File: config.mk
export PLATFORM = sky130hd
export DESIGN_NAME = voice_mix_n
export DESIGN_NICKNAME = d
export VERILOG_FILES = /design/src/rtl/voice_mix_n.sv
export SDC_FILE = /design/constraint.sdc
export NUM_CORES = 2
export LEC_CHECK = 0
export CORE_MARGIN = 2
export CORE_UTILIZATION = 63
export DETAILED_ROUTE_END_ITERATION = 12
export PLACE_DENSITY = 0.83
export SYNTH_ARGS = -nofsm -noshare
export SYNTH_HDL_FRONTEND = slang
export SYNTH_SLANG_ARGS = --single-unit
File: constraint.sdc
create_clock -name Clk -period 13.27 [get_ports Clk]
set_clock_uncertainty 0.1 [all_clocks]
set_input_delay 3.3175 -clock Clk [delete_from_list [all_inputs] [get_ports Clk]]
set_output_delay 3.3175 -clock Clk [all_outputs]
set_load 0.01 [all_outputs]
File: src/rtl/voice_mix_n.sv
// rtl/voice_mix_n.sv - time-multiplexed N-oscillator voice mixer; optional macro VOICE_MIX_CLIP_CNT_EN adds clip/clip_count
`timescale 1ns/1ps
module voice_mix_n #(
  parameter int              NUM_OSC = 4,
  parameter int              WIDTH   = 16,
  parameter logic [WIDTH-1:0] SLEW   = 16'h0088
) (
  input  logic                     Clk,
  input  logic                     Reset,
  input  logic                     sample_tick,
  input  logic [NUM_OSC*WIDTH-1:0] osc_in,
  input  logic [NUM_OSC*WIDTH-1:0] amp_in,
  input  logic [WIDTH-1:0]         env_in,
  output logic [WIDTH-1:0]         out,
  output logic                     out_valid,
  output logic                     busy
`ifdef VOICE_MIX_CLIP_CNT_EN
  ,
  output logic                     clip,
  output logic [15:0]              clip_count
`endif
);

  localparam int KW   = (NUM_OSC > 1) ? $clog2(NUM_OSC) : 1;
  localparam int ACCW = WIDTH + $clog2(NUM_OSC) + 1;
  localparam int PW   = 2 * WIDTH + 1;
  localparam logic signed [ACCW-1:0] SAT_MAX = ACCW'(2 ** (WIDTH - 1) - 1);
  localparam logic signed [ACCW-1:0] SAT_MIN = ACCW'(-(2 ** (WIDTH - 1)));

  typedef enum logic [1:0] {IDLE, ACC, SCALE, DONE} state_t;

  state_t state, state_nx;
  logic [KW-1:0]              k;
  // Snapshot is shifted down one channel per ACC step, so the live channel is always the low slice.
  logic [NUM_OSC*WIDTH-1:0]   osc_q;
  logic [NUM_OSC*WIDTH-1:0]   amp_q;
  logic [WIDTH-1:0]           env_q;
  logic [WIDTH-1:0]           amp_s [NUM_OSC];
  logic signed [ACCW-1:0]     acc;
  logic signed [WIDTH-1:0]    g_q;

  logic [WIDTH-1:0]           amp_cur;
  logic [WIDTH-1:0]           amp_new;
  logic [WIDTH:0]             tgt_x, cur_x, slew_x;
  logic signed [PW-1:0]       prod;
  logic signed [ACCW-1:0]     term;
  logic                       sat_hi, sat_lo;
  logic signed [WIDTH-1:0]    sat;
  logic signed [PW-1:0]       gprod;
  logic signed [WIDTH-1:0]    g;
`ifdef VOICE_MIX_CLIP_CNT_EN
  logic                       sat_q;
`endif

  assign busy = (state != IDLE);

  // State register.
  always_ff @(posedge Clk) begin
    if (Reset) state <= IDLE;
    else       state <= state_nx;
  end

  // Next-state logic: one channel per ACC cycle, then one cycle each for SCALE and DONE.
  always_comb begin
    state_nx = state;
    case (state)
      IDLE:    if (sample_tick) state_nx = ACC;
      ACC:     if (k == KW'(NUM_OSC - 1)) state_nx = SCALE;
      SCALE:   state_nx = DONE;
      DONE:    state_nx = IDLE;
      default: state_nx = IDLE;
    endcase
  end

  // Slew limiter, channel scaling, accumulator saturation and envelope gain.
  always_comb begin
    amp_cur = amp_s[k];
    tgt_x   = {1'b0, amp_q[WIDTH-1:0]};
    cur_x   = {1'b0, amp_cur};
    slew_x  = {1'b0, SLEW};
    if (SLEW == '0)                     amp_new = amp_q[WIDTH-1:0];
    else if (tgt_x > cur_x + slew_x)    amp_new = amp_cur + SLEW;
    else if (tgt_x + slew_x < cur_x)    amp_new = amp_cur - SLEW;
    else                                amp_new = amp_q[WIDTH-1:0];
    prod   = PW'($signed(osc_q[WIDTH-1:0])) * PW'($signed({1'b0, amp_new}));
    term   = ACCW'(prod >>> WIDTH);
    sat_hi = (acc > SAT_MAX);
    sat_lo = (acc < SAT_MIN);
    if (sat_hi)      sat = {1'b0, {(WIDTH-1){1'b1}}};
    else if (sat_lo) sat = {1'b1, {(WIDTH-1){1'b0}}};
    else             sat = WIDTH'(acc);
    gprod  = PW'(sat) * PW'($signed({1'b0, env_q}));
    g      = WIDTH'(gprod >>> WIDTH);
  end

  // Datapath registers: snapshot, per-channel smoothed amplitude, accumulator and output.
  always_ff @(posedge Clk) begin
    if (Reset) begin
      k         <= '0;
      osc_q     <= '0;
      amp_q     <= '0;
      env_q     <= '0;
      acc       <= '0;
      g_q       <= '0;
      out       <= '0;
      out_valid <= 1'b0;
      for (int i = 0; i < NUM_OSC; i++) amp_s[i] <= '0;
`ifdef VOICE_MIX_CLIP_CNT_EN
      sat_q      <= 1'b0;
      clip       <= 1'b0;
      clip_count <= '0;
`endif
    end else begin
      out_valid <= 1'b0;
      case (state)
        IDLE: begin
          if (sample_tick) begin
            osc_q <= osc_in;
            amp_q <= amp_in;
            env_q <= env_in;
            acc   <= '0;
            k     <= '0;
          end
        end
        ACC: begin
          amp_s[k] <= amp_new;
          acc      <= acc + term;
          k        <= k + 1'b1;
          osc_q    <= osc_q >> WIDTH;
          amp_q    <= amp_q >> WIDTH;
        end
        SCALE: begin
          g_q <= g;
`ifdef VOICE_MIX_CLIP_CNT_EN
          sat_q <= sat_hi | sat_lo;
`endif
        end
        DONE: begin
          out       <= g_q;
          out_valid <= 1'b1;
`ifdef VOICE_MIX_CLIP_CNT_EN
          clip <= sat_q;
          if (sat_q && clip_count != 16'hFFFF) clip_count <= clip_count + 16'd1;
`endif
        end
        default: ;
      endcase
    end
  end

endmodule

== After elaboration in Yosys (flattened, before gate mapping) ==
Memory sizes are Yosys's and may differ from the RTL's. A register that Yosys moved wholly into a read port is not among the register bits.
Index checks and enable logic that the tools add are counted.

* Multipliers: 2
* Order comparisons: 4
* $add $sub $neg: 6
* Reduce and logical (&&, ||, !) cells: 7
* Equality and inequality tests: 6
* Muxes and demuxes: 26

{| class="wikitable"
|+ Operator list
! cell !! count
|-
| $pmux W64 S2 || 2
|-
| $mux W64 || 2
|-
| $mux W16 || 5
|-
| $pmux W19 S2 || 1
|-
| $add A16 B8 Y17 const B || 2
|-
| $mul A16 B17 Y33 || 1
|-
| $mul A16 B17 Y32 || 1
|-
| $add A19 B17 Y19 || 1
|-
| $gt A19 B16 Y1 const B || 1
|-
| $lt A19 B16 Y1 const B || 1
|-
| $mux W19 || 1
|-
| $gt A16 B17 Y1 || 1
|-
| $lt A17 B16 Y1 || 1
|-
| $add A16 B8 Y16 const B || 1
|-
| $reduce_or A16 Y1 || 1
|-
| $sub A16 B8 Y16 const B || 1
|-
| $mux W2 || 6
|-
| $pmux W2 S4 || 1
|-
| $mux W1 || 7
|-
| $eq A2 B2 Y1 const B || 3
|-
| $reduce_and A2 Y1 || 3
|-
| $ne A2 B2 Y1 const B || 2
|-
| $pmux W2 S2 || 1
|-
| $reduce_bool A2 Y1 || 2
|-
| 3 further kinds || 3
|}

* RAM bits: 64
* Bits in registers: 200
* Memories: 1
* Output and inout port bits: 18
* Word-level logic and storage cells: 61

{| class="wikitable"
|+ Memory list
! memory !! depth !! width !! rd ports !! clocked after Yosys merged registers in !! wr ports !! RTL line !! source
|-
| amp_s || 4 || 16 || 1 || 1 || 4 || 38 || <nowiki>logic [WIDTH-1:0] amp_s [NUM_OSC];</nowiki>
|}

== Longest topological paths before layout ==
* Depth after elaboration: 7
* Mapped depth: 55

== Worst setup path after synthesis ==
OpenSTA, ideal clock, no wires.

* Kind: register to register
* Start: register with a tool-made name
* End: register acc[18]
* Buffers on the path: 3
* Data required time: 13.096 ns
* Arrival time: 11.709 ns
* Path slack: 1.387 ns
* Stages on the path, launching flop included: 50
* Cells stage by stage: dfxtp_1 > buf_6 > mux4_1 > clkinv_1 > o21a_4 > nand3b_4 > nor2_1 > xnor2_1 > ha_1 > a21o_1 > a21oi_1 > or3b_2 > o31ai_1 > o21bai_4 > nand3_1 > buf_2 > a21oi_1 > clkbuf_1 > [... 14 more ...] > nor2_1 > nand4_1 > a2111oi_4 > nor3_1 > xnor2_1 > ha_1 > a21o_1 > a21oi_1 > a21oi_1 > o41ai_2 > o2111ai_1 > a31o_2 > a21oi_1 > nor2b_1 > o41ai_1 > xor3_1 > nand3b_4 > a31oi_2

{| class="wikitable"
|+ RTL lines
! element !! RTL line !! source
|-
| to (signal assigned) || 127 || <nowiki>acc <= acc + term;</nowiki>
|-
| to (decl) || 39 || <nowiki>logic signed [ACCW-1:0] acc;</nowiki>
|}

==> summary.txt <==
Routing
  • WL per Instance: 19.26 microns
  • DR pass1 iterations: 7
  • Vias: 22920
  • Drt first-iter violations: 1762
  • Routed Antenna Nets: 0
  • Post-route DRC violation count: 0
  • Total routed wirelength: 75410 microns
  • Mean number of vias per cell: 5.854

Clock network
  • Clock transition at path regs: 0.07 ns
  • CTS Buf Count: 27
  • Skew-Pair Late Insertion Delay: 0.58 ns
  • CTS tree: built
  • Root Driver: clkbuf_16
  • Num Clock Sinks: 266
  • Bufs on Longest Clock Path: 3
  • Htree depth: 1

Final layout
  • Number of diodes: 0
  • Final net count: 4111
  • Commonest non-fill, non-tap cell in the layout: inv_1
  • Fillers: 3393
  • Most frequent cells in the layout: inv_1 (515), fa_1 (387), nand2_1 (359), ha_1 (288), nor2_1 (270)
  • Finished Core Util: 0.7027
  • Ratio of cells with drive above 1 in the final layout: 0.04201
  • Syn-to-layout area delta: 10.25%

Setup path
  • CP Max Fanout: 17
  • Worst Setup Start Kind: flop
  • WP data arrival: 13.03 ns
  • Worst setup EP type: flop
  • Critical path type: reg2reg
  • Worst path max stage delay: 0.60 ns
  • Required time worst endpoint: 13.67 ns
  • Crit-path most repeated cell: fa_1
  • CP max stage cell: mux4_2

STA
  • Hold slack: 0.3989 ns
  • Setup Viol. Count Final: 0
  • Slew Limit Fails: 0
  • Final period utilization: 0.9514
  • Minimum clock period: 12.62 ns
  • Slew margin rel.: 0.2515
  • Final Hold Viols: 0
  • Least-Margin Pin Slew: 1.123 ns
  • Final WS setup: 0.6455 ns
  • F_max: 79.21 MHz

Placed design
  • DP Wirelength: 57910 microns
  • Dpl ws: -0.07559 ns
  • Port bufs: 164
  • GP Congestion: 0.9230

Logic synthesis
  • Post-synth top flop: dfxtp_1
  • Post-synth EDFFs: 64
  • Synth cell types: 82
  • Syn Inst Count: 3223
  • Syn avg cell area: 9.207 sq um
  • Synth Warn #: 0
  • Asr flop ratio synth: 0
  • Synthesized Nets: 4046
  • Seq/Total Area, Yosys: 0.2010
  • Cell Area, Synth: 29670 sq um
  • Synthesis-stage register bit count: 266

Job
  • Maxcap violations: 0

GRT
  • First-pass GRT wire length: 123400 microns
  • Pin count of the biggest net entering global routing: 100
  • Number of global-route vias before repair: 24270
  • M1 GR Usage: 0.4138
  • Gr busiest metal: met2
  • Initial antenna violation count: 0
  • Grt total ovfl: 0
  • GRT met2 Usage: 0.5195
  • GRT Util Overall: 0.3114
  • Global-route met3 utilization: 0.05072

Floorplanning
  • IO Count: 165
  • Initial Utilization: 0.6374
  • Die Y: 221.0 microns
  • Die X: 221.0 microns
  • CORE AREA: 46560 sq um
  • FP Rows: 79
  • Full die area: 48850 sq um

Hold path
  • Worst hold path class: reg2reg

Status
  • Status: complete, no violations
per-stage QoR:
stage	instances	cell area, sq um	setup TNS [ns]
2_1_floorplan	3223	29670	0
3_3_place_gp	3865	31730	0
3_5_place_dp	3865	31730	-0.07559
4_1_cts	3915	32660	0
5_1_grt	3916	32710	-0.03043
6_report	3916	32710	0
logic make-up after synthesis:
group | Yosys count | synth area share
DFF | 266 | 0.2010
muxes | 159 | 0.06076
and+or+nand+nor | 983 | 0.1542
buffers and inverters | 682 | 0.08728
AOI/OAI and AO/OA | 376 | 0.08935
xor gates and xnor gates | 81 | 0.02441
adders and majority gates | 676 | 0.3829
synth_stat cells, drive strengths merged, types with 3 or more instances:
library cell | instances | share of area
a211oi | 104 | 0.026
dfxtp | 202 | 0.14
o21a | 22 | 0.0058
nand3 | 27 | 0.0047
nor3 | 18 | 0.0034
xor2 | 24 | 0.0071
ha | 289 | 0.12
a21o | 36 | 0.0091
o21ai | 40 | 0.0067
buf | 13 | 0.0027
mux2 | 3 | 0.0011
nand2b | 26 | 0.0055
edfxtp | 64 | 0.065
clkbuf | 148 | 0.019
fa | 387 | 0.26
a21oi | 74 | 0.012
and2 | 207 | 0.044
o21bai | 10 | 0.0029
nand2 | 360 | 0.046
nor2b | 33 | 0.0070
a21boi | 3 | 0.00076
o2111ai | 4 | 0.0014
a31oi | 3 | 0.00084
inv | 519 | 0.066
nand4 | 14 | 0.0030
mux4 | 16 | 0.012
and3 | 8 | 0.0017
or3 | 4 | 0.00084
o31ai | 5 | 0.0014
nand3b | 3 | 0.0016
a2111oi | 3 | 0.0016
mux2i | 140 | 0.047
a22oi | 48 | 0.012
nor2 | 272 | 0.034
xnor2 | 56 | 0.017
worst max-delay path: cells and delay by family, from the launching register on:
| kind | cells | cell delay, ns |
|---|---|---|
| buffers and inverters | 8 | 1.17 |
| xor gates and xnor gates | 3 | 0.65 |
| AOI/OAI and AO/OA | 21 | 4.46 |
| muxes | 1 | 0.60 |
| adders and majority gates | 9 | 3.72 |
| DFF | 1 | 0.46 |
| and+or+nand+nor | 9 | 1.40 |
state kept, by name, indices dropped and copies added (netlist names), named ones only:
register,cells
acc,19
amp_q,64
amp_s,64
env_q,16
g_q,16
k,2
osc_q,64
out,16
out_valid,1
state,2
per-layer routing:
metal  vias to the layer above  part of all wire  wire length [microns]
li1                      10460                 -                      -
met1                     11320              0.40                  30010
met2                       968              0.49                  36640
met3                       180             0.084                   6322
met4                         0             0.032                   2430
met5                         -                 0                      0
final cells by class:
class	count	area, sq um	share of cell area
Tap cell	607	759.5	0.02322
Clock buffer	35	737.0	0.02253
Timing Repair Buffer	197	1911	0.05840
Inverter	521	1956	0.05978
Sequential cell	266	5971	0.1825
Multi-Input combinational cell	2275	21200	0.6480
Clock inverter	15	182.7	0.005584
repair_timing:
| action | 4_1_cts | 5_1_grt |
|---|---|---|
| buffers inserted | 0 | 1 |
| resized for setup | 2 | 14 |
| endpoints found under the setup margin | 1 | 6 |
| pin swaps | 0 | 2 |
| hold buffers | 0 | 0 |
worst paths after layout:
kind	startpoint	end	slack, ns	depth (start not counted)
worst min register to register	osc_q[19]	osc_q[19]	0.40	2
worst min-delay path	osc_q[19]	osc_q[19]	0.40	2
worst max register to register	flop	acc[18]	0.65	51
worst max-delay path	flop	acc[18]	0.65	51
Power is not shown: default switching activity piles up to over one toggle a cycle in this logic, so the estimate is an artifact.
